**src/rtl/osd_mam_sram_if_if.sv**
```systemverilog
// rtl/osd_mam_sram_if_if.sv - MAM-side request/write/read handshake bundle
// Master drives requests and write words; slave returns read words.
interface osd_mam_sram_if_if #(
  parameter int DATA_WIDTH = 16,
  parameter int ADDR_WIDTH = 32
);
  logic                    req_valid;
  logic                    req_ready;
  logic                    req_rw;
  logic [ADDR_WIDTH-1:0]   req_addr;
  logic                    req_burst;
  logic [13:0]             req_beats;
  logic                    write_valid;
  logic [DATA_WIDTH-1:0]   write_data;
  logic [DATA_WIDTH/8-1:0] write_strb;
  logic                    write_ready;
  logic                    read_valid;
  logic [DATA_WIDTH-1:0]   read_data;
  logic                    read_ready;

  modport master (
    output req_valid, req_rw, req_addr, req_burst, req_beats,
    output write_valid, write_data, write_strb, read_ready,
    input  req_ready, write_ready, read_valid, read_data
  );

  modport slave (
    input  req_valid, req_rw, req_addr, req_burst, req_beats,
    input  write_valid, write_data, write_strb, read_ready,
    output req_ready, write_ready, read_valid, read_data
  );
endinterface

```
**src/rtl/osd_mam_sram_if.sv**
```systemverilog
// rtl/osd_mam_sram_if.sv - MAM to single-port SRAM adapter with burst expansion and 2-entry read FIFO
// Optional range checking via OSD_MAM_SRAM_BOUNDS_EN.
module osd_mam_sram_if #(
  parameter int DATA_WIDTH = 16,
  parameter int ADDR_WIDTH = 32,
  parameter int SRAM_AW    = 16,
  parameter int MEM_WORDS  = 2**SRAM_AW
) (
  input  logic                    clk,
  input  logic                    rst,
  osd_mam_sram_if_if.slave        mam,
  output logic                    sram_ce,
  output logic                    sram_we,
  output logic [SRAM_AW-1:0]      sram_addr,
  output logic [DATA_WIDTH/8-1:0] sram_be,
  output logic [DATA_WIDTH-1:0]   sram_wdata,
  input  logic [DATA_WIDTH-1:0]   sram_rdata,
  output logic                    err
);

  localparam int BW    = DATA_WIDTH / 8;
  localparam int SHIFT = $clog2(BW);
  localparam logic [SRAM_AW:0] MEM_LIMIT = (SRAM_AW+1)'(MEM_WORDS);
`ifdef OSD_MAM_SRAM_BOUNDS_EN
  localparam bit BOUNDS_EN = 1'b1;
`else
  localparam bit BOUNDS_EN = 1'b0;
`endif

  typedef enum logic [1:0] {IDLE, WRITE, READ} state_t;

  state_t                state, state_nxt;
  logic [SRAM_AW-1:0]    waddr;
  logic [13:0]           beats;
  logic [BW-1:0]         be;
  logic                  inflight, inflight_zero;
  logic [DATA_WIDTH-1:0] fifo_mem [2];
  logic                  wr_ptr, rd_ptr;
  logic [1:0]            fifo_count;
  logic                  err_q;

  logic accept, beat_write, issue, oob, access, push, pop;

  assign mam.req_ready  = (state == IDLE) && !rst;
  assign accept         = mam.req_valid && mam.req_ready;
  assign mam.read_valid = (fifo_count != 2'd0);
  assign mam.read_data  = mam.read_valid ? fifo_mem[rd_ptr] : '0;
  assign pop            = (state == READ) && mam.read_valid && mam.read_ready;
  assign push           = inflight;
  assign oob            = BOUNDS_EN && ({1'b0, waddr} >= MEM_LIMIT);
  assign err            = err_q && BOUNDS_EN;

  // Issue budget counts the slot freed by a same-cycle pop so reads stream at full rate.
  always_comb begin
    state_nxt       = state;
    beat_write      = 1'b0;
    issue           = 1'b0;
    mam.write_ready = 1'b0;
    unique case (state)
      IDLE: begin
        if (accept) state_nxt = mam.req_rw ? WRITE : READ;
      end
      WRITE: begin
        mam.write_ready = (beats != 14'd0);
        if (beats == 14'd0) begin
          state_nxt = IDLE;
        end else if (mam.write_valid) begin
          beat_write = 1'b1;
          if (beats == 14'd1) state_nxt = IDLE;
        end
      end
      READ: begin
        issue = (beats != 14'd0) &&
                (({1'b0, fifo_count} + {2'b00, inflight}) < (3'd2 + {2'b00, pop}));
        if ((beats == 14'd0) && !inflight &&
            ((fifo_count == 2'd0) || ((fifo_count == 2'd1) && pop)))
          state_nxt = IDLE;
      end
      default: state_nxt = IDLE;
    endcase
  end

  assign access     = (beat_write || issue) && !oob;
  assign sram_ce    = access;
  assign sram_we    = beat_write && !oob;
  assign sram_addr  = access ? waddr : '0;
  assign sram_be    = (beat_write && !oob) ? be : ((issue && !oob) ? {BW{1'b1}} : '0);
  assign sram_wdata = (beat_write && !oob) ? mam.write_data : '0;

  always_ff @(posedge clk or posedge rst) begin
    if (rst) begin
      state         <= IDLE;
      waddr         <= '0;
      beats         <= '0;
      be            <= '0;
      inflight      <= 1'b0;
      inflight_zero <= 1'b0;
      wr_ptr        <= 1'b0;
      rd_ptr        <= 1'b0;
      fifo_count    <= 2'd0;
      err_q         <= 1'b0;
    end else begin
      state <= state_nxt;
      if (accept) begin
        waddr <= mam.req_addr[SHIFT +: SRAM_AW];
        beats <= mam.req_burst ? mam.req_beats : 14'd1;
        be    <= mam.req_burst ? {BW{1'b1}} : mam.write_strb;
      end else if (beat_write || issue) begin
        waddr <= waddr + 1'b1;
        beats <= beats - 14'd1;
      end
      inflight      <= issue;
      inflight_zero <= issue && oob;
      if (push) wr_ptr <= ~wr_ptr;
      if (pop)  rd_ptr <= ~rd_ptr;
      unique case ({push, pop})
        2'b10:   fifo_count <= fifo_count + 2'd1;
        2'b01:   fifo_count <= fifo_count - 2'd1;
        default: fifo_count <= fifo_count;
      endcase
      if ((beat_write || issue) && oob) err_q <= 1'b1;
    end
  end

  // Out-of-range reads return zero in place of the (unaccessed) SRAM output.
  always_ff @(posedge clk) begin
    if (push) fifo_mem[wr_ptr] <= inflight_zero ? '0 : sram_rdata;
  end

endmodule

```
**src/flat_wrapper.sv**
```systemverilog
// flat-port wrapper written by rule: the top's interface ports become plain ports
module osd_mam_sram_if_flat 
#(
  parameter int DATA_WIDTH = 16,
  parameter int ADDR_WIDTH = 32,
  parameter int SRAM_AW    = 16,
  parameter int MEM_WORDS  = 2**SRAM_AW
)
  (clk, rst, sram_ce, sram_we, sram_addr, sram_be, sram_wdata, sram_rdata, err, mam_req_valid, mam_req_rw, mam_req_addr, mam_req_burst, mam_req_beats, mam_write_valid, mam_write_data, mam_write_strb, mam_read_ready, mam_req_ready, mam_write_ready, mam_read_valid, mam_read_data);
  osd_mam_sram_if_if #(.DATA_WIDTH(DATA_WIDTH), .ADDR_WIDTH(ADDR_WIDTH)) mam_i ();
  input  logic clk;
  input  logic rst;
  output logic sram_ce;
  output logic sram_we;
  output logic [SRAM_AW-1:0] sram_addr;
  output logic [DATA_WIDTH/8-1:0] sram_be;
  output logic [DATA_WIDTH-1:0] sram_wdata;
  input  logic [DATA_WIDTH-1:0] sram_rdata;
  output logic err;
  input wire logic [$bits(mam_i.req_valid)-1:0] mam_req_valid;
  input wire logic [$bits(mam_i.req_rw)-1:0] mam_req_rw;
  input wire logic [$bits(mam_i.req_addr)-1:0] mam_req_addr;
  input wire logic [$bits(mam_i.req_burst)-1:0] mam_req_burst;
  input wire logic [$bits(mam_i.req_beats)-1:0] mam_req_beats;
  input wire logic [$bits(mam_i.write_valid)-1:0] mam_write_valid;
  input wire logic [$bits(mam_i.write_data)-1:0] mam_write_data;
  input wire logic [$bits(mam_i.write_strb)-1:0] mam_write_strb;
  input wire logic [$bits(mam_i.read_ready)-1:0] mam_read_ready;
  output wire logic [$bits(mam_i.req_ready)-1:0] mam_req_ready;
  output wire logic [$bits(mam_i.write_ready)-1:0] mam_write_ready;
  output wire logic [$bits(mam_i.read_valid)-1:0] mam_read_valid;
  output wire logic [$bits(mam_i.read_data)-1:0] mam_read_data;
  assign mam_i.req_valid = mam_req_valid;
  assign mam_i.req_rw = mam_req_rw;
  assign mam_i.req_addr = mam_req_addr;
  assign mam_i.req_burst = mam_req_burst;
  assign mam_i.req_beats = mam_req_beats;
  assign mam_i.write_valid = mam_write_valid;
  assign mam_i.write_data = mam_write_data;
  assign mam_i.write_strb = mam_write_strb;
  assign mam_i.read_ready = mam_read_ready;
  assign mam_req_ready = mam_i.req_ready;
  assign mam_write_ready = mam_i.write_ready;
  assign mam_read_valid = mam_i.read_valid;
  assign mam_read_data = mam_i.read_data;
  osd_mam_sram_if #(.DATA_WIDTH(DATA_WIDTH), .ADDR_WIDTH(ADDR_WIDTH), .SRAM_AW(SRAM_AW), .MEM_WORDS(MEM_WORDS)) u_core (.clk(clk), .rst(rst), .mam(mam_i), .sram_ce(sram_ce), .sram_we(sram_we), .sram_addr(sram_addr), .sram_be(sram_be), .sram_wdata(sram_wdata), .sram_rdata(sram_rdata), .err(err));
endmodule
```
**config.mk**
```make
export PLATFORM = sky130hd
export DESIGN_NAME = osd_mam_sram_if_flat
export DESIGN_NICKNAME = d
export VERILOG_FILES = /design/src/rtl/osd_mam_sram_if_if.sv /design/src/rtl/osd_mam_sram_if.sv /design/src/flat_wrapper.sv
export SDC_FILE = /design/constraint.sdc
export NUM_CORES = 1
export LEC_CHECK = 0
export BUFFER_PORTS_ARGS = -buffer_cell sky130_fd_sc_hd__clkbuf_2
export CAP_MARGIN = 10
export CORE_ASPECT_RATIO = 1.1
export CORE_MARGIN = 10
export CORE_UTILIZATION = 49
export CTS_CLUSTER_SIZE = 24
export DETAILED_ROUTE_END_ITERATION = 7
export PLACE_DENSITY_LB_ADDON = 0.1
export SLEW_MARGIN = 20
export SYNTH_ARGS = -nofsm -noshare
export SYNTH_HDL_FRONTEND = slang
export SYNTH_SLANG_ARGS = --single-unit
```
**constraint.sdc**
```tcl
create_clock -name clk -period 3.5 [get_ports clk]
set_clock_uncertainty 0.2 [all_clocks]
set_input_delay 0.175 -clock clk [delete_from_list [all_inputs] [get_ports clk]]
set_output_delay 0.175 -clock clk [all_outputs]
set_load 0.01 [all_outputs]
```
==> metrics.md, run 1 <==
| Metric | Value |
|---|---|
| Worst slew pin tran | `0.939 ns` |
| Worst min-delay path startpoint | `mam_req_burst` |
| Clock slew at reported path FFs | `roughly 0.08 ns` |
| # DRC | `0` |
| Via count | `roughly 3.4k` |
| Drt wl/cell | `~16 um` |
| Worst R2R End | `u_core.waddr[12]` |
| Congestion Overflow GR | `0` |
| Power Density | `around 760 nW/um2` |
| F_max | `about 0.32 GHz` |
| FF-to-FF path depth | `7` |
| Worst Hold End | `u_core.beats[13]` |
| FILL cells | `~580` |
| Drt first pass iters | `4` |
| Yosys top cell area share | `25.9%` |
| Status | `complete, no violations` |
| Hold crit path type | `input port to flip-flop` |
| CP Capture Type | `output port` |
| Hold path depth | `3` |
| YS warnings | `0` |
| Drt total wl | `10700 um` |
| Ys async rst share | `a little over half` |
| Critical path class | `flip-flop to output port` |
| Io pins | `between 100 and 150` |
| Share of cells above drive strength 1 | `roughly 28%` |
| Root Buffer | `clkbuf_8` |
| Sequential cell area fraction in the yosys report | `about half` |
| Met3 Use GR | `3.72%` |
| Post-synth top cells | `dfrtp_1, and3_1, nor2_1, edfxtp_1, nand2_1` |
| Synth cell types | `48` |
| Worst EP arrival | `between 2 and 3 ns` |
| Die X | `104 um` |
| Vias in the first global route | `around 3.5k` |
| Worst-Skew Late Latency | `roughly 0.34 ns` |
| Die Area | `roughly 12000 um2` |
| Vias per inst | `just over 5` |
| Post-CTS Repair Setup Buffers | `0` |
| FF+latch area | `around 1900 um2` |
| Crit path time final | `3.13 ns` |
| Largest net degree at the start of global routing | `40` |
| Most common cell in the netlist | `dfrtp_1` |
| Largest cells by area after synthesis | `dfrtp_1, edfxtp_1, and3_1` |
| Total Routing Usage GR | `roughly 18%` |
| Crit path max fanout | `18` |
| Post-route ant nets | `0` |
| M2 GR Usage | `31.0%` |
| Initial antenna violation count | `1` |
| Leak | `around 2.4 nW` |
| HPWL Detailed | `~7400 um` |
| CTS Buffer Depth | `2` |
| RSZ-0062 raised after global routing | `no` |
| Area of the multi-input gates | `~1700 um2` |
| Synth area leader | `dfrtp_1` |
| Die height | `about 110 um` |
| Fin. Hold Viols | `0` |
| Final worst path period share | `around nine tenths` |
| Top Usage Layer GRT | `met2` |
| CTS-repair resized insts | `0` |
| Synth Flop Type | `dfrtp_1` |
| Avg Inst Size Synth | `10.1 um2` |
| Core area | `7470 um2` |
| CTS Sinks | `a little over 70` |
| GPL Wtd Cong | `0.845` |
| Area grow syn2layout | `38.2%` |
| Initial Util | `roughly half` |
| Maxcap violations | `0` |
| Initial DRC count | `approximately 140` |
| Reg2reg setup slack | `about 0.70 ns` |
| Maximum vdd drop | `between 0.0004 and 0.0005 V` |
| Count of nets after finishing | `between 600 and 700` |
| First-pass GRT wire length | `17500 um` |
| Critical Path RT | `about 3.1 ns` |
| CTS tree | `built` |
| Final Power | `around 0.0040 W` |
| H-Tree Level Count | `3` |
| FP Rows | `33` |
| Post-Syn Instances | `373` |
| Critical Path Source Type | `flip-flop` |
| Number of synthesized flops with an enable pin | `32` |
| Setup TNS | `0 ns` |
| Slew HR | `between 30% and 40%` |
| RR Startpoint | `u_core.fifo_count[0]` |
| TritonCTS Buffers | `9` |
| Mapped cell area | `roughly 3800 um2` |
| Register bit count reported by yosys | `71` |
| Fin. max-slew vios | `0` |
| Final setup viols | `0` |
| # port buffers | `between 100 and 150` |
| Met1 usage | `a little over a fifth` |
| Syn_nets | `around 470` |
[placed cells by master (no fill, tap or decap), types with 3 or more instances in the layout]
master,count
nor3_1,10
nand4_1,8
a21oi_1,19
o21ai_0,15
nand2_1,26
ha_1,8
edfxtp_1,32
xnor2_1,19
dfrtp_1,39
o21ai_1,3
clkbuf_2,125
and3_1,36
inv_1,9
nand3_1,16
or3_1,4
nor2_1,34
mux2i_1,16
dlygate4sd3_1,51
a2111oi_0,3
xor2_1,9
and2_1,5
buf_4,10
clkbuf_8,9
nor4_1,8
[what timing repair did]
action	CTS	global route
setup endpoints to repair	0	0
endpoints found under the hold margin	106	0
hold buffers	51	0
[per-stage QoR]
step,cells,cell area (um2),util [%],setup WS [ns],hold slack (ns)
6_report,658,5220,69.8,0.374,0.0804
5_1_grt,658,5220,69.8,0.102,0.114
3_5_place_dp,590,4510,60.4,0.717,0.143
2_1_floorplan,373,3770,-,0.867,0.0739
4_1_cts,657,5210,69.8,0.373,0.0676
3_3_place_gp,590,4510,60.4,0.778,0.149
[metal layers]
| metal | wire length [um] | vias up |
|---|---|---|
| met4 | 126 | 0 |
| met5 | 0 | - |
| li1 | - | 1698 |
| met2 | 5460 | 99 |
| met1 | 4620 | 1603 |
| met3 | 517 | 11 |
[sequential cells by signal (all words and copies together) (netlist names)]
register / count
u_core.fifo_mem: 32
u_core.waddr: 16
u_core.beats: 14
u_core.be: 2
u_core.fifo_count: 2
u_core.state: 2
u_core.inflight: 1
u_core.rd_ptr: 1
u_core.wr_ptr: 1
[cell families after synthesis]
logic type,after synthesis,share of synthesized area (%)
AOI/OAI and AO/OA,53,8.36
xor gates and xnor gates,28,6.50
adders and majority gates,8,2.65
buffers and inverters,33,3.41
DFF,71,51.3
muxes,16,4.24
other,1,0.0994
and+or+nand+nor,163,23.4
[final cells by class]
class | count | area share (%)
flip-flops and latches | 71 | 37.1
multi-input cells | 269 | 32.7
clock inverters | 6 | 1.18
diodes | 1 | 0.0480
repair buffers | 186 | 23.2
clock buffers | 10 | 2.45
inverters | 10 | 0.720
well taps | 105 | 2.52
[worst max-delay path by stage]
stage,depth (start not counted),end,start
finish,8,sram_be[0],u_core.beats[0]
global route,8,sram_be[0],u_core.beats[0]
CTS,8,sram_be[0],u_core.beats[0]
detailed placement,7,u_core.waddr[12],u_core.fifo_count[0]
global placement,7,u_core.waddr[12],u_core.fifo_count[0]
floorplan,7,u_core.waddr[12],u_core.fifo_count[0]
[critical path: stages (launching register included)]
cell and delay, ns:
dfrtp_1 0.44, inv_1 0.07, ha_1 0.26, nor3b_1 0.21, and4_1 0.22, nor2_1 0.66
nand2_1 0.22, o21a_1 0.22, clkbuf_2 0.12
[power by group]
group / total (W) / switching (W) / internal [W]
logic: 0.00183 / 0.00101 / 0.000827
registers: 0.00149 / 0.000320 / 0.00117
clock network: 0.000646 / 0.000317 / 0.000329
total: 0.00397 / 0.00164 / 0.00233
(Power assumes the default switching activity.)
==> inputs of run 2 (changes only) <==
--- a/config.mk
+++ b/config.mk
@@ -10,6 +10,7 @@
 export CORE_ASPECT_RATIO = 1.1
 export CORE_MARGIN = 10
 export CORE_UTILIZATION = 49
+export CTS_BUF_LIST = sky130_fd_sc_hd__clkbuf_16
 export CTS_CLUSTER_SIZE = 24
 export DETAILED_ROUTE_END_ITERATION = 7
 export PLACE_DENSITY_LB_ADDON = 0.1
==> metrics.md, run 2 (synthesis results as in run 1) <==
| Metric | Value |
|---|---|
| Status | `complete, no violations` |
| DP Area | `between 4000 and 5000 um2` |
| GPL Wtd Cong | `0.845` |
| Commonest non-fill, non-tap cell in the layout | `clkbuf_2` |
| CTS Sinks | `71` |
| Share of cells above drive strength 1 | `approximately 28%` |
| Area grow syn2layout | `40.9%` |
| Vias per inst | `about 5.2` |
| Drt first pass iters | `4` |
| Final worst path period share | `about nine tenths` |
| Power Density | `794 nW/um2` |
| Drt total wl | `approximately 11000 um` |
| Hold crit path type | `input port to flip-flop` |
| Worst EP arrival | `between 2 and 3 ns` |
| Critical path class | `flip-flop to output port` |
| Initial Util | `about 50%` |
| H-Tree Level Count | `3` |
| Die height | `approximately 110 um` |
| Slew HR | `a little under two fifths` |
| Critical Path Source Type | `flip-flop` |
| Initial DRC count | `between 150 and 200` |
| Initial antenna violation count | `1` |
| CP Capture Type | `output port` |
| CTS-repair resized insts | `0` |
| Root Buffer | `clkbuf_16` |
| Setup TNS | `0 ns` |
| Worst-Skew Late Latency | `roughly 0.33 ns` |
| TritonCTS Buffers | `9` |
| CTS tree | `built` |
| RSZ-0062 raised after global routing | `no` |
| Max reg flops | `32` |
| F_max | `between 0.3 and 0.4 GHz` |
| Worst slew pin tran | `roughly 0.93 ns` |
| Fin. max-slew vios | `0` |
| Largest net degree at the start of global routing | `40` |
| Final Util | `around 71%` |
| FP Rows | `33` |
| Drt wl/cell | `approximately 16 um` |
| Maximum vdd drop | `roughly 0.00043 V` |
| Total Routing Usage GR | `18.2%` |
| # port buffers | `between 100 and 150` |
| Worst path cell trace | `inv_1 > ha_1 > nor3b_1 > and4_1 > nor2_1 > nand2_1 > o21a_1 > clkbuf_2` |
| Cell area after layout | `roughly 5300 um2` |
| Top reg by flops | `u_core.fifo_mem` |
| Crit path largest cell delay | `about 0.67 ns` |
| Core area | `between 7000 and 8000 um2` |
| Commonest cells after routing, fill and taps aside | `clkbuf_2, dlygate4sd3_1, dfrtp_1` |
| Clock slew at reported path FFs | `roughly 0.050 ns` |
| Post-route ant nets | `0` |
| Fin. Hold Viols | `0` |
| Count of nets after finishing | `between 600 and 700` |
| CTS Buffer Depth | `2` |
| Die Area | `11600 um2` |
| Leak | `approximately 2.5 nW` |
| Congestion Overflow GR | `0` |
| Maxcap violations | `0` |
| Crit path max fanout | `18` |
| Vias in the first global route | `between 3k and 4k` |
| Final setup viols | `0` |
| Leading registers by flop count | `u_core.fifo_mem x32, u_core.waddr x16, u_core.beats x14` |
| Fin Hold WS | `0.0943 ns` |
| Critical Path RT | `3.12 ns` |
| Reg2reg setup slack | `~0.70 ns` |
| Crit path time final | `about 3.1 ns` |
| Slowest-stage cell, CP | `nor2_1` |
| Post-CTS Repair Setup Buffers | `0` |
| Via count | `about 3.4k` |
| # DRC | `0` |
| First-pass GRT wire length | `around 18000 um` |
| Die X | `around 100 um` |
| HPWL Detailed | `about 7400 um` |
| Io pins | `roughly 140` |
==> run 2: final timing paths <==
check                                startpoint          endpoint  depth (start not counted)
setup / recovery                u_core.beats[0]        sram_be[0]                          8
hold / removal                    mam_req_burst  u_core.beats[13]                          3
setup reg to reg           u_core.fifo_count[0]  u_core.waddr[12]                          7
hold reg to reg                    u_core.be[0]      u_core.be[0]                          2
max in group asynchronous                   rst   u_core.waddr[2]                          4
min in group asynchronous                   rst   u_core.state[1]                          4
==> run 2: layout make-up <==
type	count	area, um2
Antenna cell	1	2.50
Clock buffer	9	225
Clock inverter	7	65.1
Fill cell	570	2160
Inverter	10	37.5
Multi-Input combinational cell	269	1710
Sequential cell	71	1940
Tap cell	105	131
Timing Repair Buffer	186	1210
==> run 2: worst max-delay path, delay by kind of cell (launching register included) <==
family                   cells  cell delay [ns]
flip-flops                   1             0.43
buffers and inverters        2             0.19
adder cells (fa/ha/maj)      1             0.26
AO/OA/AOI/OAI                1             0.22
AND/OR/NAND/NOR              4             1.33
==> run 2: metrics by stage <==
step | cells | total power [W] | setup slack [ns]
finish | 658 | 0.00422 | 0.365
detailed placement | 590 | 0.00330 | 0.717
CTS | 657 | 0.00425 | 0.382
global placement | 590 | 0.00323 | 0.778
global route | 658 | 0.00454 | 0.113
floorplan | 373 | 0.00264 | 0.867
==> run 2: layer usage <==
layer  up-vias  GRT usage, %  part of all wire (%)
li1       1706             -                     -
met1      1611          22.1                    42
met2       110          31.3                    51
met3        11          3.72                   4.9
met4         0          6.41                   1.4
met5         -             0                     0
==> run 2: power breakdown <==
group	internal (W)	switching, W
clock network	0.000547	0.000343
registers	0.00118	0.000320
logic	0.000827	0.00101
==> run 2: repair_timing <==
item / in CTS / in global routing
endpoints found under the hold margin: 106 / 0
endpoints found under the setup margin: 0 / 0
hold buffers: 51 / 0
==> inputs of run 3 (changes only) <==
--- a/config.mk
+++ b/config.mk
@@ -13,6 +13,7 @@
 export CTS_BUF_LIST = sky130_fd_sc_hd__clkbuf_16
 export CTS_CLUSTER_SIZE = 24
 export DETAILED_ROUTE_END_ITERATION = 7
+export HOLD_SLACK_MARGIN = 0.1
 export PLACE_DENSITY_LB_ADDON = 0.1
 export SLEW_MARGIN = 20
 export SYNTH_ARGS = -nofsm -noshare
==> metrics.md, run 3 (synthesis results as in run 1) <==
| Metric | Value |
|---|---|
| Total Routing Usage GR | `18.3%` |
| Critical Path RT | `approximately 3.1 ns` |
| Hold crit path type | `input port to flip-flop` |
| Maxcap violations | `0` |
| Initial DRC count | `169` |
| Placed insts | `roughly 600` |
| First-pass GRT wire length | `~18000 um` |
| Root Buffer | `clkbuf_16` |
| # DRC | `0` |
| Max reg flops | `32` |
| Crit path max fanout | `18` |
| Congestion Overflow GR | `0` |
| Final setup margin | `0.343 ns` |
| RR Startpoint | `u_core.beats[0]` |
| FP Rows | `33` |
| Top reg by flops | `u_core.fifo_mem` |
| TritonCTS Buffers | `9` |
| Final setup viols | `0` |
| Critical Path Source Type | `flip-flop` |
| Clock slew at reported path FFs | `~0.060 ns` |
| F_max | `between 0.3 and 0.4 GHz` |
| Drt total wl | `about 11000 um` |
| Fin. max-slew vios | `0` |
| Drt wl/cell | `about 16 um` |
| Final Power | `0.00424 W` |
| GPL Wtd Cong | `around 0.85` |
| Leading registers by flop count | `u_core.fifo_mem x32, u_core.waddr x16, u_core.beats x14` |
| Io pins | `about 140` |
| Count of nets after finishing | `around 650` |
| Status | `complete, no violations` |
| Worst R2R End | `u_core.state[1]` |
| Place WS | `0.717 ns` |
| Critical Path End | `sram_be[0]` |
| FF-to-FF path depth | `7` |
| Crit path time final | `approximately 3.2 ns` |
| Reg2reg setup slack | `0.56 ns` |
| Vias per inst | `5.26` |
| Initial antenna violation count | `1` |
| Power Density | `791 nW/um2` |
| Worst EP arrival | `2.78 ns` |
| Drt first pass iters | `5` |
| Critical path class | `flip-flop to output port` |
| Die Area | `11600 um2` |
| Share of cells above drive strength 1 | `between 20% and 30%` |
| Largest net degree at the start of global routing | `40` |
| Commonest cells after routing, fill and taps aside | `clkbuf_2, dlygate4sd3_1, dfrtp_1` |
| CTS Buffer Depth | `2` |
| CTS tree | `built` |
| HPWL Detailed | `~7400 um` |
| CP Capture Type | `output port` |
| Worst-Skew Late Latency | `~0.33 ns` |
| Final std cells w/o fill | `~660` |
| Commonest non-fill, non-tap cell in the layout | `clkbuf_2` |
| Leak | `2.47 nW` |
| Setup TNS | `0 ns` |
| # port buffers | `between 100 and 150` |
| Fin. Hold Viols | `0` |
| CTS Sinks | `71` |
| RSZ-0062 raised after global routing | `no` |
| Maximum vdd drop | `~0.00043 V` |
| Final worst path period share | `between 90% and 100%` |
| Via count | `roughly 3.5k` |
| Die height | `~110 um` |
| Slew HR | `between 30% and 40%` |
| Area grow syn2layout | `42.0%` |
| Post-CTS Repair Setup Buffers | `0` |
| H-Tree Level Count | `3` |
| CTS-repair resized insts | `0` |
| Post-route ant nets | `0` |
| Initial Util | `approximately 50%` |
| Die X | `between 100 and 150 um` |
| Vias in the first global route | `roughly 3.6k` |
| Worst slew pin tran | `0.935 ns` |
| Core area | `about 7500 um2` |
| Start point of the critical path | `u_core.beats[0]` |
run 3: cell count changes in the layout (fill, tap and decap cells not counted), sizes merged:
cell         previous run  this run
dlygate4sd3            51        55
run 3: critical path, stage by stage (launching register included):
cell and delay (ns):
dfrtp_1 0.43, inv_1 0.07, ha_1 0.26, nor3b_1 0.21, and4_1 0.22, nor2_1 0.69
nand2_1 0.23, o21a_1 0.22, clkbuf_2 0.12
run 3: per-layer routing:
layer / global-route usage [%] / routed length (um) / up-vias / part of all wire [%]
met5: 0 / 0 / - / 0
met4: 7.06 / 197 / 0 / 1.8
met3: 3.78 / 550 / 17 / 5.1
met2: 31.4 / 5570 / 123 / 51
li1: - / - / 1712 / -
met1: 22.1 / 4560 / 1628 / 42
run 3: timing repair:
action,in CTS,in global routing
endpoints found under the hold margin,106,0
setup endpoints to repair,0,0
hold buffers,55,0
run 3: power by group:
group | leakage, nW | internal, W | total, W | switching [W]
logic | 1.56 | 0.000837 | 0.00185 | 0.00101
registers | 0.756 | 0.00118 | 0.00150 | 0.000321
clock network | 0.148 | 0.000547 | 0.000892 | 0.000344
total | 2.47 | 0.00256 | 0.00424 | 0.00168
run 3: stage by stage:
stage / util, % / hold slack (ns) / area [um2]
5_1_grt: 71.7 / 0.148 / 5360
2_1_floorplan: - / 0.0739 / 3770
6_report: 71.7 / 0.108 / 5360
3_3_place_gp: 60.4 / 0.149 / 4510
4_1_cts: 71.7 / 0.106 / 5360
3_5_place_dp: 60.4 / 0.143 / 4510
run 3: worst min-delay path by stage:
stage	end	slack [ns]	depth (start not counted)	startpoint
after global placement	u_core.beats[0]	0.15	3	rst
after CTS	u_core.beats[4]	0.11	3	mam_req_burst
after floorplan	u_core.fifo_mem[0][0]	0.07	0	sram_rdata[0]
after detailed placement	u_core.beats[4]	0.14	3	rst
final	u_core.beats[11]	0.11	3	mam_req_burst
after global routing	u_core.beats[11]	0.15	3	mam_req_burst
run 3: layout make-up:
cell class	instances	area [um2]
Timing Repair Buffer	190	1250
Multi-Input combinational cell	269	1710
Tap cell	105	131
Fill cell	566	2120
Inverter	10	37.5
Antenna cell	1	2.50
Clock buffer	9	225
Clock inverter	7	65.1
Sequential cell	71	1940
